[src/rtl/scan_refresh_counter.sv]
// Display refresh scanner: prescaled scan tick that steps a digit index over lit digits and drives active-low anodes.
// Latency: outputs are registered; digit_idx, tick, frame_done and anode_n all reflect a step on the edge where it occurs.
// Backpressure: none; scan_en=0 freezes all state. Optional macro SCAN_BLANKING_EN blanks anodes for BLANK_CYCLES after each step.
module scan_refresh_counter #(
  parameter int DIVIDER      = 50000,
  parameter int NUM_DIGITS   = 4,
  parameter int BLANK_CYCLES = 16,
  localparam int IDX_W = $clog2(NUM_DIGITS),
  localparam int PRE_W = $clog2(DIVIDER)
) (
  input  logic                  clkin,
  input  logic                  scan_reset,
  input  logic                  scan_en,
  input  logic [NUM_DIGITS-1:0] digit_mask,
  output logic [IDX_W-1:0]      digit_idx,
  output logic [NUM_DIGITS-1:0] anode_n,
  output logic                  tick,
  output logic                  frame_done
);

  localparam logic [PRE_W-1:0] PRESC_MAX = PRE_W'(DIVIDER - 1);
  localparam logic [PRE_W-1:0] BLANK_LIM = PRE_W'(BLANK_CYCLES);
  localparam logic [IDX_W-1:0] IDX_MAX   = IDX_W'(NUM_DIGITS - 1);

`ifdef SCAN_BLANKING_EN
  localparam bit BLANK_ON = 1'b1;
`else
  localparam bit BLANK_ON = 1'b0;
`endif

  logic [PRE_W-1:0]      presc;
  logic [PRE_W-1:0]      presc_nxt;
  logic                  step;
  logic                  found;
  logic                  wrap;
  logic [IDX_W-1:0]      cand;
  logic [IDX_W-1:0]      scan_j;
  logic [IDX_W-1:0]      idx_nxt;
  logic [NUM_DIGITS-1:0] anode_nxt;

  // Prescaler: counts while enabled, wraps explicitly at DIVIDER-1 and strobes a step on the wrap
  always_comb begin
    step      = scan_en && (presc == PRESC_MAX);
    presc_nxt = presc;
    if (scan_en) begin
      presc_nxt = step ? '0 : presc + PRE_W'(1);
    end
  end

  // Search the next lit digit after the current one; the current digit is tried last
  always_comb begin
    found  = 1'b0;
    cand   = digit_idx;
    scan_j = digit_idx;
    for (int k = 0; k < NUM_DIGITS; k++) begin
      scan_j = (scan_j == IDX_MAX) ? '0 : scan_j + IDX_W'(1);
      if (!found && digit_mask[scan_j]) begin
        found = 1'b1;
        cand  = scan_j;
      end
    end
  end

  // Next index, frame wrap, and the anode pattern built from next-state values
  always_comb begin
    idx_nxt   = (step && found) ? cand : digit_idx;
    wrap      = step && found && (cand <= digit_idx);
    anode_nxt = '1;
    if (digit_mask[idx_nxt] && !(BLANK_ON && (presc_nxt < BLANK_LIM))) begin
      anode_nxt[idx_nxt] = 1'b0;
    end
  end

  // State and output registers; reset aborts any step in progress
  always_ff @(posedge clkin) begin
    if (scan_reset) begin
      presc      <= '0;
      digit_idx  <= '0;
      anode_n    <= '1;
      tick       <= 1'b0;
      frame_done <= 1'b0;
    end else begin
      presc      <= presc_nxt;
      digit_idx  <= idx_nxt;
      anode_n    <= anode_nxt;
      tick       <= step;
      frame_done <= wrap;
    end
  end

endmodule
[config.mk]
export PLATFORM = sky130hd
export DESIGN_NAME = scan_refresh_counter
export DESIGN_NICKNAME = d
export VERILOG_FILES = /design/src/rtl/scan_refresh_counter.sv
export SDC_FILE = /design/constraint.sdc
export NUM_CORES = 1
export LEC_CHECK = 0
export ABC_AREA = 1
export BUFFER_PORTS_ARGS = -buffer_cell sky130_fd_sc_hd__buf_2
export CORE_MARGIN = 3
export CORE_UTILIZATION = 46
export DETAILED_ROUTE_END_ITERATION = 10
export GPL_ROUTABILITY_DRIVEN = 0
export PLACE_DENSITY = 0.61
export SYNTH_ARGS = -nofsm -noshare
export SYNTH_HDL_FRONTEND = slang
export SYNTH_SLANG_ARGS = --single-unit
[constraint.sdc]
create_clock -name clkin -period 6 [get_ports clkin]
set_input_delay 0.3 -clock clkin [delete_from_list [all_inputs] [get_ports clkin]]
set_output_delay 0.3 -clock clkin [all_outputs]
set_load 0.1 [all_outputs]
==> results.txt <==
Outcome = finished clean
CORE AREA = 0.00320 mm^2
Crit start category = register
GR Overflow Total = 0
Worst path arrival time = 3.13 ns
Ys Warns = 0
Total of max-cap violations = 0
Worst VDD drop = 72.0 uV
Setup Crit Path Kind = register to register
Setup tns final = 0 ns
Reg2reg end = frame_done
Die Height = 65.6 um
Hold_ws = 0.276 ns
Clk sink count = 24
Residual DRC count = 0
CTS tree = done
Share of power burned in registers = 57.7%
Final setup viols = 0
Tot Pwr = 0.000281 W
Row cnt = 20
Drt total wl = 3440 um
FF+latch count, synth = 24
I/O Buffers = 14
RSZ-0062 raised after global routing = no
Cell-internal power = 0.000208 W
Fin nets = 268
Placed Cells = 296
GRT Total Usage = 18.4%
CP Capture Type = register
Area Growth Syn to Fin = 8.74%
Clock Pin Slew Worst Setup and Hold Paths = 0.14 ns
Critical path capture point = frame_done
Die ar. = 0.00430 mm^2
I/O pins = 15
Final min period = 2.93 ns
CTS Hold Bufs = 0
Die X = 65.6 um
Vias in the first global route = 1319
Tightest Hold Check Type = primary input to register
Power share of the combinational group = 11.6%
Slew Limit Fails = 0
Synth Cell Area = 0.00163 mm^2
Final clock skew = 0.0120 ns
Sw frac = 25.9%
Worst slew pin tran = 0.608 ns
Fin. Hold Viols = 0
Sequential share of the synthesized area = 29.4%
N_diodes = 0
CTS resizes = 0
Antenna violations before repair = 0
Clock tree buffer depth = 2
Maximum clock frequency = 342 MHz
Crit Path Max Fanout = 12
H-tree depth = 1
Cell Count, Final, Fillers Out = 300
LEAKAGE = 0.801 nW
Syn Inst Count = 241
Hpwl dp = 2810 um
Critical path origin = digit_idx[0]
FF-to-FF Start = digit_idx[0]
Clock latency on the worst-skew pair = 0.32 ns
Number of CTS-inserted buffers = 3
Layout cells sized above 1 = 19.1%
Post-DRT Antenna Nets = 0
Post-synth cell types = 34
Switching Power = 0.0000726 W
# Post-CTS Setup Buffers = 0
First-pass GRT wire length = 6140 um
Via count = 1517
CTS root buf = clkbuf_4
Vias per cell = 5.06
R2r setup slk = 3.07 ns
Syn Area/Cell = 6.77 um^2
Clock power share = 30.6%
Cells on worst reg2reg path = 12
Largest net degree at the start of global routing = 14
Dpl ws = 3.11 ns
Pwr dens = 158 mW/mm^2
Setup WS post-layout = 3.07 ns
DRT Pass-1 Iters = 4
WL per Instance = 11.5 um
Starting Density = 50.9%
Fin crit share = 48.8%
Worst Path Required = 6.20 ns
Iter 0 DRT Violations = 89
Relative slew slack = 59.4%
Post-Syn Nets = 252
[area by class of cell]
class,count,area (um^2)
Sequential cell,24,480
Tap cell,44,55.1
Clock buffer,4,36.3
Fill cell,355,1430
Multi-Input combinational cell,179,992
Inverter,35,140
Timing Repair Buffer,14,70.1
[power by group through the flow]
stage	clock [W]	sequential (W)	combinational (W)
after floorplan	0	0.000168	0.0000218
after global placement	0	0.000166	0.0000326
after detailed placement	0	0.000166	0.0000327
after CTS	0.0000908	0.000162	0.0000329
after global routing	0.0000978	0.000163	0.0000371
final	0.0000860	0.000162	0.0000327
[cell families after synthesis]
| family | synth area share, % |
|---|---|
| and+or+nand+nor | 46.8 |
| buffers and inverters | 9.74 |
| DFF | 29.4 |
| AOI/OAI and AO/OA | 8.82 |
| xor gates and xnor gates | 2.15 |
| adders and majority gates | 3.07 |
[how the worst min path moves through the flow]
| stage | cells past startpoint | slack, ns | end | start |
|---|---|---|---|---|
| after floorplan | 1 | 0.46 | presc[8] | presc[8] |
| after global placement | 2 | 0.49 | presc[1] | presc[1] |
| after detailed placement | 2 | 0.49 | presc[1] | presc[1] |
| after CTS | 2 | 0.27 | presc[2] | scan_reset |
| after global routing | 2 | 0.27 | presc[2] | scan_reset |
| final | 2 | 0.28 | presc[2] | scan_reset |
[registers in the layout, summed over array words and instances, names as in the netlist]
signal and cells:
digit_idx 2, anode_n 4, tick 1, presc 16
frame_done 1
[worst max-delay path, cell delays in order, from the launching register on]
cell       delay [ns]
dfxtp_1          0.73
ha_1             0.42
inv_2            0.12
nand2_2          0.09
nand2_4          0.10
nand2_1          0.07
o21ai_2          0.10
nand3_2          0.16
o21ai_2          0.25
ha_1             0.29
inv_1            0.06
o21bai_1         0.05
a2111oi_0        0.38
[placed cells by master, fill, tap and decap left out, drive strengths merged]
| cell | count |
|---|---|
| a31oi | 1 |
| clkbuf | 4 |
| o21ai | 8 |
| nand3 | 33 |
| nand4 | 5 |
| xor2 | 4 |
| nand3b | 1 |
| inv | 32 |
| a2111oi | 1 |
| nand2 | 68 |
| dfxtp | 24 |
| nor3 | 5 |
| clkinv | 3 |
| buf | 14 |
| or4 | 1 |
| a211oi | 1 |
| nor4 | 4 |
| o21bai | 2 |
| nor2 | 30 |
| a21oi | 8 |
| o31ai | 1 |
| ha | 4 |
| nor3b | 2 |
[per-layer routing]
metal	vias up	part of all wire, %	track usage, %
met5	-	0	0
met1	661	55	26.4
li1	817	-	-
met3	5	4.8	3.59
met4	0	1.3	6.22
met2	34	39	27.2
[synth_stat cells (all sizes together)]
cell type  count  area share [%]
dfxtp         24              29
ha             4             3.1
nand4          5             1.9
or4            1            0.46
a2111oi        1            0.54
o21bai         2            0.92
clkbuf         2            0.46
xor2           4             2.1
clkinv         3            0.77
o21ai          8             3.6
nand3b         1            0.46
o31ai          1            0.46
buf            1            0.69
a31oi          1            0.38
nor3b          2            0.92
nand2         68              19
a211oi         1            0.46
nor2          30             9.4
a21oi          8             2.5
nor3           5             1.5
inv           32             7.8
nor4           4             1.5
nand3         33              11
[per-stage QoR]
stage / area, um^2 / utilization (%)
floorplan: 1630 / -
global placement: 1740 / 54.3
detailed placement: 1740 / 54.3
CTS: 1770 / 55.4
global route: 1770 / 55.4
finish: 1770 / 55.4
(Power assumes the default switching activity.)
